[config.mk]
export PLATFORM = sky130hd
export DESIGN_NAME = vga_cell_tic
export DESIGN_NICKNAME = d
export VERILOG_FILES = /design/src/rtl/vga_cell_tic.sv
export SDC_FILE = /design/constraint.sdc
export NUM_CORES = 1
export LEC_CHECK = 0
export CAP_MARGIN = 10
export CORE_ASPECT_RATIO = 1.1
export CORE_UTILIZATION = 40
export DETAILED_ROUTE_END_ITERATION = 10
export PLACE_DENSITY = 0.7
export RECOVER_POWER = 50
export SLEW_MARGIN = 10
export SYNTH_ARGS = -nofsm -noshare
export SYNTH_HDL_FRONTEND = slang
export SYNTH_SLANG_ARGS = --single-unit
[constraint.sdc]
create_clock -name i_clk -period 1.55 [get_ports i_clk]
set_input_delay 0.31 -clock i_clk [delete_from_list [all_inputs] [get_ports i_clk]]
set_output_delay 0.31 -clock i_clk [all_outputs]
set_load 0.01 [all_outputs]
[src/rtl/vga_cell_tic.sv]
// Character-cell timing counter: splits the active line into CELL_W-pixel cells,
// emits a per-cell tick and an end-of-line tick, and supports a fine scroll phase.
module vga_cell_tic #(
    parameter  int unsigned CELL_W = 10,
    parameter  int unsigned COLS   = 64,
    localparam int unsigned PX_W   = ($clog2(CELL_W) > 1) ? $clog2(CELL_W) : 1,
    localparam int unsigned COL_W  = ($clog2(COLS) > 1) ? $clog2(COLS) : 1
) (
    input  logic             i_clk,
    input  logic             i_rst_n,
    input  logic             i_en_h,
    input  logic [PX_W-1:0]  i_phase,
    output logic [PX_W-1:0]  o_px,
    output logic [COL_W-1:0] o_col,
    output logic             o_t_h,
    output logic             o_t_last,
    output logic             o_done
);

    localparam logic [PX_W-1:0]  PX_LAST  = PX_W'(CELL_W - 1);
    localparam logic [COL_W-1:0] COL_LAST = COL_W'(COLS - 1);

    logic [PX_W-1:0]  r_px     = '0;
    logic [COL_W-1:0] r_col    = '0;
    logic             r_t_h    = 1'b0;
    logic             r_t_last = 1'b0;
    logic             r_done   = 1'b0;

    logic [PX_W-1:0]  w_phase_eff;
    logic [PX_W-1:0]  w_px_d;
    logic [COL_W-1:0] w_col_d;
    logic             w_t_h_d;
    logic             w_t_last_d;
    logic             w_done_d;

    // Out-of-range scroll phases fall back to a full-length first cell.
    always_comb begin
        w_phase_eff = (32'(i_phase) < CELL_W) ? i_phase : '0;
    end

    always_comb begin
        w_px_d     = r_px;
        w_col_d    = r_col;
        w_t_h_d    = 1'b0;
        w_t_last_d = 1'b0;
        w_done_d   = r_done;
        if (!i_en_h) begin
            w_px_d   = w_phase_eff;
            w_col_d  = '0;
            w_done_d = 1'b0;
        end else if (r_done) begin
            w_done_d = 1'b1;
        end else if (r_px == PX_LAST) begin
            w_px_d  = '0;
            w_t_h_d = 1'b1;
            if (r_col == COL_LAST) begin
                w_col_d    = '0;
                w_t_last_d = 1'b1;
                w_done_d   = 1'b1;
            end else begin
                w_col_d = r_col + COL_W'(1);
            end
        end else begin
            w_px_d = r_px + PX_W'(1);
        end
    end

    always_ff @(posedge i_clk) begin
        if (!i_rst_n) begin
            r_px     <= '0;
            r_col    <= '0;
            r_t_h    <= 1'b0;
            r_t_last <= 1'b0;
            r_done   <= 1'b0;
        end else begin
            r_px     <= w_px_d;
            r_col    <= w_col_d;
            r_t_h    <= w_t_h_d;
            r_t_last <= w_t_last_d;
            r_done   <= w_done_d;
        end
    end

    assign o_px     = r_px;
    assign o_col    = r_col;
    assign o_t_h    = r_t_h;
    assign o_t_last = r_t_last;
    assign o_done   = r_done;

endmodule

**Yosys cells after proc, flatten, opt, wreduce, memory -nomap -nowiden**

Cells that the tools add are included.

- $add $sub $neg: 2
- $lt $le $gt $ge: 1
- Equal/unequal tests: 3
- Multiplexer cells: 9
- Bitwise logic cells: 3
- Reductions and logical operators: 3

Operator list:

| cell | count |
|---|---|
| 4-bit two-way mux | 4 |
| 6-bit by 1-bit adder with 6-bit output, second input constant | 1 |
| 6-bit equality test, second input constant | 1 |
| 6-bit two-way mux | 1 |
| 4-bit by 1-bit adder with 4-bit output, second input constant | 1 |
| 4-bit equality test, second input constant | 1 |
| 4-bit < comparator, second input constant | 1 |
| 1-bit two-way mux | 4 |
| 2-bit AND reduction | 2 |
| 1-bit inverter | 3 |
| 3-bit OR reduction | 1 |
| 2-bit != test, second input constant | 1 |

- Flip-flop bits (word level): 13
- Input port bits: 7
- Output and inout port bits: 13
- Word-level logic and storage cells: 26

**Depth between registers and ports, before layout**

- Depth after elaboration: 4
- Depth in mapped cells: 4

**Worst setup path before layout**

OpenSTA, ideal clock, no wires.

- Kind: register to register
- From: register r_px[0] (netlist: o_px[0])
- To: register r_col[3] (netlist: o_col[3])
- Arrival time: 1.347 ns
- Data required time: 1.477 ns
- Path slack: 0.130 ns
- Stages on the path, launching flop included: 5
- Period minus slack after synthesis: 1.420 ns
- Cells stage by stage: dfxtp_1 > nor3b_4 > nand2_2 > or4_4 > o211ai_2

- Longest elaborated chain between the ends: 2

Ends and longest elaborated chain:

| what | line | source |
|---|---|---|
| from (decl) | 23 | `logic [PX_W-1:0] r_px = '0;` |
| from (signal assigned) | 76 | `r_px <= w_px_d;` |
| 4-bit equality test | 53 | `end else if (r_px == PX_LAST) begin` |
| 2-bit AND reduction (no source line) | -- |  |
| to (signal assigned) | 77 | `r_col <= w_col_d;` |
| to (decl) | 24 | `logic [COL_W-1:0] r_col = '0;` |

No other way between the ends.
A chain may end at the register's enable or synchronous reset.

**Final worst setup path**

- From: register r_px[0] (netlist: o_px[0])
- To: output o_px[0]

RTL lines:

| what | line | source |
|---|---|---|
| to (decl) | 13 | `output logic [PX_W-1:0] o_px,` |

No word-level cell between the ends.

==> results.yml <==
outcome:
  run_status: "complete, no violations"
route:
  firstDrtPassIters: 4
  drt-total-wl_um: 1600
  vias: 652
  wl_per_cell_um: 13.2
  route.detailed.drc: 0
  antenna_left: 0
  drtIter0Drc: 8
  viasPerCell: 5.39
die:
  dieArea_um2: 1810
  io_pins: 20
  rows: 14
  die_w_um: 40.6
  start_util: 0.451
  core-area_um2: 1450
  fp.dieH_um: 44.5
finish:
  final_cell_mix: "clkdlybuf4s50_1 (11), nand2_1 (10), dfxtp_1 (7)"
  drive_gt1_frac: 0.162
  nFillCells: 129
  final_common_cell: "clkdlybuf4s50_1"
  layout.nets: 114
  stdcell_area_um2: 935
  n_antenna_cell: 0
  syn_to_final_growth_pct: 42.6
setup_path:
  timing.rr.start: "o_px[3]"
  r2r-end: "o_col[3]"
  cp_cell_sequence: "clkdlybuf4s50_1"
  cp_top_family: "buffers and inverters"
  cp-start-kind: "register"
  timing_worst_setup_path_type: "register to output port"
  endpoint_kind: "output port"
  arrival_ns: 1.20
  r2r_slack_ns: 0.09
  slowest_delay_ns: 0.54
  timing.reg2reg.worst_path_depth: 4
  worstPathRequired_ns: 1.24
  path_max_fanout: 6
  crit_slowest_cell: "clkdlybuf4s50_1"
  crit_buf_inv: 1
yosys:
  synth.ff_latch_count: 13
  syn-cell-area_um2: 656
  synthCells: 78
  synth-seq-area-share: 0.397
  ys_types: 31
  synthesis.nets: 86
  yosysWarnings: 0
  synth.avg_cell_area_um2: 8.41
clock_network:
  clock_sinks: 13
  clkTransAtPathRegs_ns: 0.08
  cts_buffer_depth: 2
  htreeDepth: 1
  root_buffer: "clkbuf_4"
  insertion_delay_ns: 0.28
  numCtsBuffers: 3
  cts_tree: "done"
run:
  drv_cap: 0
power:
  irDropWorstVdd_v: 0.000326
  p_per_area_nw_per_um2: 690
  total_leakage_power_nw: 0.355
grt:
  overflow: 0
  grt_pass1_vias: 629
  grtUsageTotal: 0.218
  grt_max_degree: 9
  grt_pass1_wl_um: 2640
  antenna_found_initial: 0
placed_design:
  portBuffers: 19
  hpwl_um: 1230
  place_congestion: 0.776
  dpl_cell_area_um2: 900
sta:
  finalMaxSlewViolations: 0
  post-route-min-period_ns: 1.51
  totalNegativeSetupSlack_ns: 0
  clock.fmax_mhz: 663
  setup_violations: 0
  finClkSkew_ns: 0.00684
  relSlewSlack: 0.679
  worst_pin_slew_ns: 0.478
  rsz0062_at_grt: "no"
  finalHoldViolCount: 0
  fin_crit_sh: 0.973
min_path:
  holdPathStages: 2
  hp-start: "o_col[1]"
  hp-class: "register to register"
  min_to: "o_col[1]"
synth_stat cells, drive strengths merged:
master | instances | area (um2)
o21ai | 6 | 30.0
and2b | 1 | 7.51
nand4 | 3 | 18.8
nand3 | 5 | 25.0
nand2b | 3 | 18.8
or4 | 1 | 11.3
nor4 | 1 | 6.26
and2 | 3 | 18.8
xnor2 | 1 | 8.76
ha | 1 | 12.5
o31ai | 1 | 7.51
o21a | 1 | 7.51
inv | 3 | 11.3
a221o | 1 | 10.0
nor2 | 4 | 15.0
and3b | 1 | 8.76
nand3b | 1 | 7.51
nor3 | 2 | 10.0
a31oi | 1 | 6.26
o41ai | 1 | 8.76
o211ai | 2 | 20.0
dfxtp | 13 | 260
and3 | 1 | 6.26
xor2 | 2 | 17.5
nor2b | 3 | 18.8
nand2 | 10 | 40.0
nor3b | 1 | 18.8
clkbuf | 1 | 3.75
a21oi | 4 | 20.0
layer usage:
metal | GRT usage | up-vias | share of wire
li1 | - | 335 | -
met1 | 0.238 | 297 | 0.43
met2 | 0.387 | 18 | 0.52
met3 | 0.0452 | 2 | 0.041
met4 | 0.0867 | 0 | 0.0069
met5 | 0 | - | 0
through the flow:
stage          utilization  instances  power, W  hold slack [ns]  setup slack [ns]
3_3_place_gp         0.619        117  0.000444            0.487            0.0321
3_5_place_dp         0.619        117  0.000445            0.499            0.0172
6_report             0.643        121  0.000644            0.503            0.0412
5_1_grt              0.643        121  0.000676            0.516           0.00755
2_1_floorplan            -         78  0.000396            0.408             0.130
4_1_cts              0.645        121  0.000655            0.501          0.000917
cells by family (layout without fill, tap and decap cells):
family / count (synthesis) / in the layout / synth area share
buf+inv: 4 / 31 / 0.0229
simple gates: 40 / 40 / 0.353
fa+ha+maj: 1 / 1 / 0.0191
compound gates: 17 / 17 / 0.168
xor+xnor: 3 / 3 / 0.0401
flops: 13 / 13 / 0.397
registers in the layout, summed over array words and instances (netlist names):
| name | cells |
|---|---|
| o_col | 6 |
| o_px | 4 |
| o_done | 1 |
| o_t_last | 1 |
| o_t_h | 1 |
what timing repair did:
item,CTS,global route
resized for setup,10,7
hold buffers,0,0
buffers inserted,0,0
endpoints found under the setup margin,8,7
hold endpoints to repair,0,0
worst max path at each step:
stage | start | cells after the start | to | slack [ns]
floorplan | o_px[0] | 4 | o_col[3] | 0.13
finish | o_px[0] | 1 | o_px[0] | 0.04
detailed placement | i_rst_n | 4 | o_col[3] | 0.02
CTS | o_px[1] | 1 | o_px[1] | 0.0009
global placement | i_rst_n | 4 | o_col[3] | 0.03
global route | o_px[0] | 1 | o_px[0] | 0.008
where the power goes:
part	leakage, nW	switching [W]	internal, W	total, W
clock	0.0150	0.000110	0.0000997	0.000209
sequential	0.108	0.0000116	0.000341	0.000352
combinational	0.231	0.0000354	0.0000472	0.0000825
total	0.355	0.000157	0.000488	0.000644
layout make-up:
class | instances | area (um2) | share of cell area
multi-input cells | 61 | 378 | 0.404
flip-flops and latches | 13 | 270 | 0.289
repair buffers | 24 | 229 | 0.245
clock buffers | 4 | 26.3 | 0.0281
well taps | 16 | 20.0 | 0.0214
inverters | 3 | 11.3 | 0.0120
Power figures use the tool's default switching activity.
